**src/rtl/imem_loader.sv**
```systemverilog
// imem_loader
//   Loads 32-bit instruction words into a byte-wide instruction memory before
//   the core runs. Each accepted word is written as four little-endian bytes:
//   bits 7:0 go to the lowest address. The core is held in reset (cpu_hold)
//   while a load is in progress.
//
// Ports
//   clk, rst        : clock, synchronous active-high reset
//   start           : one-cycle load request, honoured only when idle
//   start_addr      : base byte address (bits 1:0 ignored)
//   word_count      : number of words to load (0..MEM_BYTES/4)
//   in_valid/in_data/in_ready : word stream (valid/ready handshake)
//   we/waddr/wdata  : byte write port into the memory array (registered)
//   busy, cpu_hold  : load in progress / keep core in reset (identical)
//   done            : one-cycle pulse when a load completes (registered)
//   err             : one-cycle pulse when a request would overrun memory

module imem_loader #(
    parameter int MEM_BYTES = 1024,
    parameter int AW        = 10
) (
    input  logic          clk,
    input  logic          rst,
    input  logic          start,
    input  logic [AW-1:0] start_addr,
    input  logic [AW-2:0] word_count,
    input  logic          in_valid,
    input  logic [31:0]   in_data,
    output logic          in_ready,
    output logic          we,
    output logic [AW-1:0] waddr,
    output logic [7:0]    wdata,
    output logic          busy,
    output logic          cpu_hold,
    output logic          done,
    output logic          err
);

    localparam logic [1:0] IDLE      = 2'd0;
    localparam logic [1:0] WAIT_WORD = 2'd1;
    localparam logic [1:0] WRITE     = 2'd2;
    localparam logic [1:0] FINISH    = 2'd3;

    localparam logic [AW-1:0] WORD_LIMIT = MEM_BYTES / 4;
    localparam logic [AW-3:0] PTR_ONE    = 1;
    localparam logic [AW-2:0] CNT_ONE    = 1;

    logic [1:0]    state;
    logic [AW-3:0] word_ptr;
    logic [AW-2:0] remaining;
    logic [31:0]   word;
    logic [1:0]    beat;
    logic [1:0]    beat_next;
    logic [AW-1:0] range_end;
    logic          overflow;

    // Start address is forced word-aligned, so its low bits are not used.
    logic [1:0]    unused_addr_bits;
    assign unused_addr_bits = start_addr[1:0];

    // Sum is formed at AW bits: the largest word index plus the largest
    // count still fits, so the comparison cannot be fooled by a wrap.
    assign range_end = {2'b00, start_addr[AW-1:2]} + {1'b0, word_count};
    assign overflow  = (range_end > WORD_LIMIT);

    assign beat_next = beat + 2'd1;

    assign in_ready = (state == WAIT_WORD);
    assign busy     = (state == WAIT_WORD) || (state == WRITE);
    assign cpu_hold = busy;

    // The byte-write registers are loaded one cycle ahead of the beat they
    // present: beat 0 is loaded on the accepting edge, so WRITE spans exactly
    // the four cycles in which we=1 and beat names the byte being driven.
    // done is raised on the edge leaving WRITE for a last word (so it shows
    // together with FINISH), whereas a zero-count load raises it from inside
    // FINISH; done <= !done in FINISH gives exactly one pulse in both paths.
    always_ff @(posedge clk) begin
        if (rst) begin
            state     <= IDLE;
            word_ptr  <= '0;
            remaining <= '0;
            word      <= '0;
            beat      <= '0;
            we        <= 1'b0;
            waddr     <= '0;
            wdata     <= '0;
            done      <= 1'b0;
            err       <= 1'b0;
        end else begin
            we   <= 1'b0;
            done <= 1'b0;
            err  <= 1'b0;
            case (state)
                IDLE: begin
                    if (start) begin
                        word_ptr  <= start_addr[AW-1:2];
                        remaining <= word_count;
                        if (overflow) begin
                            err <= 1'b1;
                        end else if (word_count == '0) begin
                            state <= FINISH;
                        end else begin
                            state <= WAIT_WORD;
                        end
                    end
                end
                WAIT_WORD: begin
                    if (in_valid) begin
                        word  <= in_data;
                        beat  <= '0;
                        we    <= 1'b1;
                        waddr <= {word_ptr, 2'b00};
                        wdata <= in_data[7:0];
                        state <= WRITE;
                    end
                end
                WRITE: begin
                    if (beat != 2'd3) begin
                        beat  <= beat_next;
                        we    <= 1'b1;
                        waddr <= {word_ptr, beat_next};
                        wdata <= word[{beat_next, 3'b000} +: 8];
                    end else begin
                        word_ptr  <= word_ptr + PTR_ONE;
                        remaining <= remaining - CNT_ONE;
                        if (remaining == CNT_ONE) begin
                            done  <= 1'b1;
                            state <= FINISH;
                        end else begin
                            state <= WAIT_WORD;
                        end
                    end
                end
                FINISH: begin
                    done  <= !done;
                    state <= IDLE;
                end
                default: state <= IDLE;
            endcase
        end
    end

endmodule

```
**config.mk**
```make
export PLATFORM = sky130hd
export DESIGN_NAME = imem_loader
export DESIGN_NICKNAME = d
export VERILOG_FILES = /design/src/rtl/imem_loader.sv
export SDC_FILE = /design/constraint.sdc
export NUM_CORES = 1
export LEC_CHECK = 0
export BUFFER_PORTS_ARGS = -buffer_cell sky130_fd_sc_hd__buf_2
export CORE_MARGIN = 2
export CORE_UTILIZATION = 30
export DETAILED_ROUTE_END_ITERATION = 16
export GPL_ROUTABILITY_DRIVEN = 0
export PLACE_DENSITY_LB_ADDON = 0.25
export REMOVE_ABC_BUFFERS = 1
export SLEW_MARGIN = 40
export SYNTH_ARGS = -nofsm -noshare
export SYNTH_HDL_FRONTEND = slang
export SYNTH_SLANG_ARGS = --single-unit
```
**constraint.sdc**
```tcl
create_clock -name clk -period 3.4 [get_ports clk]
set_input_delay 0.68 -clock clk [delete_from_list [all_inputs] [get_ports clk]]
set_output_delay 0.68 -clock clk [all_outputs]
set_load 0.01 [all_outputs]
```
### Yosys cells after proc, flatten, opt, wreduce, memory -nomap -nowiden

Cells that the tools add are included.

| storage, ports and cells | value |
|---|---|
| output and inout bits | 24 |
| logic and storage cells | 68 |
| input port bits | 55 |
| register bits | 74 |

| operators by class | value |
|---|---|
| bitwise operators | 2 |
| multiplexer cells | 29 |
| equal/unequal tests | 10 |
| magnitude comparators | 1 |
| add/sub/neg operators | 4 |
| shift-type cells | 1 |
| reductions and logical operators | 11 |

Operators with widths:

| cell | count |
|---|---|
| $mux W8 | 4 |
| $pmux W8 S2 | 2 |
| $shiftx A32 B6 Y8 | 1 |
| $mux W10 | 2 |
| $pmux W10 S2 | 1 |
| $mux W9 | 2 |
| $pmux W9 S2 | 1 |
| $mux W2 | 8 |
| $add A8 B9 Y10 | 1 |
| $gt A10 B9 Y1 const B | 1 |
| $ne A2 B2 Y1 const B | 5 |
| $eq A9 B1 Y1 const B | 1 |
| $logic_not A9 Y1 | 1 |
| $sub A9 B1 Y9 const B | 1 |
| $add A8 B1 Y8 const B | 1 |
| $pmux W2 S4 | 1 |
| $reduce_and A3 Y1 | 2 |
| $mux W1 | 5 |
| $eq A2 B2 Y1 const B | 2 |
| $pmux W1 S2 | 2 |
| $pmux W2 S2 | 1 |
| $reduce_and A4 Y1 | 1 |
| $reduce_bool A2 Y1 | 2 |
| $reduce_or A3 Y1 | 1 |
| 8 further kinds | 9 |

### Logic depth before layout (Yosys ltp)

| logic depth | value |
|---|---|
| depth after elaboration | 5 |
| gate-level depth with buffers | 10 |
| mapped depth without buffers | 10 |

### Worst setup path after synthesis

OpenSTA, ideal clock, no wires.

| timing | value |
|---|---|
| path type | input port to flip-flop |
| start | input start_addr[2] |
| end | register state[1] |
| library setup time | 0.087 ns |
| buffers on the path | 0 |
| arrival time | 2.727 ns |
| stages on the path | 10 |
| required time | 3.313 ns |
| slack | 0.586 ns |
| cells stage by stage | ha_1 -> inv_1 -> fa_1 -> nand2b_1 -> a211oi_1 -> o21ai_1 -> o41ai_2 -> a41oi_2 -> or4b_1 -> o31ai_1 |

| between the ends | value |
|---|---|
| longest elaborated chain between the ends | 4 |

Ends and longest elaborated chain:

| what | RTL line | text |
|---|---|---|
| from (decl) | 25 | `input logic [AW-1:0] start_addr,` |
| $add A8 B9 Y10 | 63 | `assign range_end = {2'b00, start_addr[AW-1:2]} + {1'b0, word_count};` |
| $gt A10 B9 Y1 | 64 | `assign overflow = (range_end > WORD_LIMIT);` |
| $ne A2 B2 Y1 (no source line) | n/a |  |
| $reduce_and A4 Y1 (no source line) | n/a |  |
| to (signal assigned) | 80 | `state <= IDLE;` |
| to (signal assigned) | 102 | `state <= FINISH;` |
| to (signal assigned) | 104 | `state <= WAIT_WORD;` |
| to (decl) | 48 | `logic [1:0] state;` |

Every way passes these cells.
A chain may end at the register's enable or synchronous reset.

### Worst setup path after layout

| timing | value |
|---|---|
| start | input word_count[0] |
| end | register state[1] |

| between the ends | value |
|---|---|
| longest elaborated chain between the ends | 5 |
| elaborated cells on any way between the ends | 9 |
| classes of those cells | add/sub (1); order compare (1); eq/ne (1); mux (4); reduce/logical (2) |

Ends and longest elaborated chain:

| what | RTL line | text |
|---|---|---|
| from (decl) | 26 | `input logic [AW-2:0] word_count,` |
| parallel branches: the longest is 5 deep, another holds $add A8 B9 Y10 | n/a |  |
| to (signal assigned) | 102 |  |
| to (signal assigned) | 104 |  |
| to (signal assigned) | 115 | `state <= WRITE;` |

Parallel ways; which one is timed is not known. The select of a mux whose other input is x is not followed.

==> flow_summary.json <==
{
  "wl_per_cell_um": 14.2,
  "ys_seq_area_share_pct": 38.7,
  "leakage_uw": 0.00180,
  "place_inst": 674,
  "cts_resized": 0,
  "num-nets-final": 590,
  "swShare_pct": 31.0,
  "fin_crit_sh_pct": 83.4,
  "synth-seq-cells": 72,
  "switching_power_uw": 801,
  "viasPerCell": 4.88,
  "cts-root-buf": "clkbuf_16",
  "fin_worst_skew_ns": 0.00536,
  "grt_start_max_net_pins": 45,
  "setup_viol": 0,
  "yosys_most_used_dff": "dfxtp_1",
  "io_pins": 79,
  "outcome": "completed",
  "start_kind": "primary input",
  "hp-class": "reg2reg",
  "antenna_found_initial": 0,
  "syn_inst": 454,
  "core-area_sq_mm": 0.0121,
  "fmax_mhz": 353,
  "overflow": 0,
  "dieHeight_um": 115,
  "critPathKind": "in2reg",
  "die-area_sq_mm": 0.0133,
  "dpl_worst_slack_ns": 0.206,
  "htree_levels": 3,
  "critPathMaxFanout": 5,
  "stdcell_count": 690,
  "finalHoldViolCount": 0,
  "p_clk_share_pct": 36.7,
  "hpwl_um": 6850,
  "path_cells": "buf_2, ha_1, inv_1, fa_1, nand2b_1, a211oi_1, o21ai_1, o41ai_2, a41oi_2, or4b_1, o31ai_1",
  "p_comb_share_pct": 24.2,
  "synth_edf_count": 0,
  "drt_iter0_markers": 156,
  "yosysUniqueCellTypes": 53,
  "vias": 3367,
  "ant_nets": 0,
  "diodes": 0,
  "cp-end-kind": "flop",
  "whs_ns": 0.452,
  "layout-drive-gt1-share_pct": 21.6,
  "die_w_um": 115,
  "ys_warn_count": 0,
  "slew_viol_final": 0,
  "slowest_delay_ns": 0.54,
  "syn_to_final_growth_pct": 22.3,
  "cts_tree": "done",
  "p_per_area_mw_per_mm2": 567,
  "grt_pass1_vias": 3315,
  "crit_buf_inv": 2,
  "critPathTopFamily": "compound AO/OA/AOI/OAI gates",
  "crit_slowest_cell": "or4b_1",
  "clockBufferDepth": 2,
  "cts_setup_buffers": 0,
  "synthArstFlopShare_pct": 0,
  "netlist_area_sq_mm": 0.00373,
  "grt_pass1_wl_um": 15900,
  "cap_viol_max_count": 0,
  "rsz0062_at_grt": "no",
  "peakVddDrop_v": 0.000243,
  "totalWireLength_um": 9800,
  "numClockSinks": 72,
  "relSlewSlack_pct": 55.3,
  "clk_pin_slew_ns": 0.06,
  "io_buffers": 76,
  "rows": 40,
  "cts_hold_buf": 0,
  "drt_first_pass_iters": 4,
  "fin_crit_ns": 2.84,
  "drc": 0,
  "grt_use_total_pct": 15.2,
  "post-route-worst-setup-slack_ns": 0.564,
  "start_util_pct": 30.9,
  "syn_avg_cell_area_sq_um": 8.21,
  "clkLatencyLatePin_ns": 0.33,
  "pwr-share-seq_pct": 39.2,
  "tightest_slew_ns": 0.665,
  "cts-buffers-inserted": 9,
  "p_int_uw": 1780,
  "required_ns": 3.65,
  "arrival_ns": 3.08
}
[cell usage in the layout (no fill, tap or decap), drive strengths merged, types with 3 or more instances in the layout]
cell type  count
nand2         85
buf           82
dfxtp         72
a21oi         60
nor2          45
mux2i         17
ha            17
a211oi        13
nand3         13
inv           13
o21ai         13
clkbuf        12
mux4           8
nand2b         6
and3           5
nor3           5
a22oi          5
o31ai          4
nor4           4
o21a           3
o22ai          3
a21boi         3
[sequential cells by signal (all words and copies together) (netlist names), 2 cells and up]
register and count:
word 32, waddr 10, word_ptr 8, state 2, remaining 9, wdata 8
[routing by layer]
metal | GRT usage (%) | share of wire [%] | up-vias
met4 | 5.30 | 1.1 | 0
met1 | 19.1 | 46 | 1537
li1 | - | - | 1723
met3 | 4.81 | 6.5 | 11
met5 | 0 | 0 | -
met2 | 24.7 | 46 | 96
[metrics by stage]
step / util [%] / TNS (ns) / instance area [sq um] / total power, uW
detailed placement: 35.3 / 0 / 4260 / 1660
CTS: 37.8 / 0 / 4560 / 2620
floorplan: - / -7.49 / 3610 / 1440
global placement: 35.2 / 0 / 4250 / 1640
global route: 37.8 / 0 / 4560 / 2740
finish: 37.8 / 0 / 4560 / 2580
[power by group through the flow]
stage,Combinational [uW],Sequential [uW],Clock (uW)
6_report,624,1010,948
4_1_cts,633,1010,977
3_3_place_gp,616,1030,0
3_5_place_dp,629,1030,0
5_1_grt,706,1030,1010
2_1_floorplan,408,1030,0
[tightest hold or removal path, stage by stage, from the launching register on]
cell and delay, ns:
dfxtp_1 0.30, nand2_1 0.05, a21oi_1 0.05
[cells in the mapped netlist, types with 2 or more instances]
| master | instances | area share [%] |
|---|---|---|
| a211oi_1 | 13 | 2.6 |
| mux4_2 | 8 | 4.8 |
| a21o_1 | 2 | 0.40 |
| o21ai_0 | 11 | 1.5 |
| mux2i_1 | 17 | 4.6 |
| o21a_1 | 3 | 0.60 |
| dfxtp_1 | 72 | 39 |
| ha_1 | 17 | 5.7 |
| o22ai_1 | 3 | 0.50 |
| or4_1 | 2 | 0.40 |
| inv_1 | 12 | 1.2 |
| nand2_1 | 85 | 8.6 |
| nor4_1 | 3 | 0.50 |
| clkbuf_1 | 26 | 2.6 |
| nand3_1 | 13 | 1.7 |
| a21boi_0 | 3 | 0.60 |
| o211ai_1 | 2 | 0.40 |
| nand2b_1 | 6 | 1.0 |
| a31oi_1 | 2 | 0.34 |
| a22oi_1 | 5 | 1.0 |
| and3_1 | 5 | 0.84 |
| buf_1 | 2 | 0.20 |
| a21oi_1 | 59 | 7.9 |
| o31ai_1 | 4 | 0.81 |
| o21ai_1 | 2 | 0.27 |
| nor2_1 | 45 | 4.5 |
| nor3_1 | 5 | 0.67 |
| xor2_1 | 2 | 0.47 |
[path summary, 6_finish.rpt]
| kind | from | end | slack [ns] | depth (start not counted) |
|---|---|---|---|---|
| setup / recovery | word_count[0] | state[1] | 0.56 | 11 |
| hold / removal | word[29] | word[29] | 0.45 | 2 |
| setup reg to reg | state[0] | waddr[0] | 0.92 | 10 |
| hold reg to reg | word[29] | word[29] | 0.45 | 2 |
[cells by family (layout without fill, tap and decap cells)]
family	after synthesis	in the layout	share of synthesized area (%)
compound gates	119	119	19.8
flops	72	72	38.7
simple gates	173	173	20.4
fa+ha+maj	18	18	6.24
xor+xnor	3	3	0.705
mux	26	26	9.70
buf+inv	43	111	4.46
[layout make-up]
cell class | count | area [sq um]
timing repair buffer | 82 | 428
clock buffer | 12 | 246
multi-input combinational | 339 | 2130
fill | 1278 | 7500
inverter | 13 | 48.8
clock inverter | 4 | 53.8
sequential | 72 | 1440
tap | 168 | 210
No activity file was read; power rests on OpenSTA's default activity.
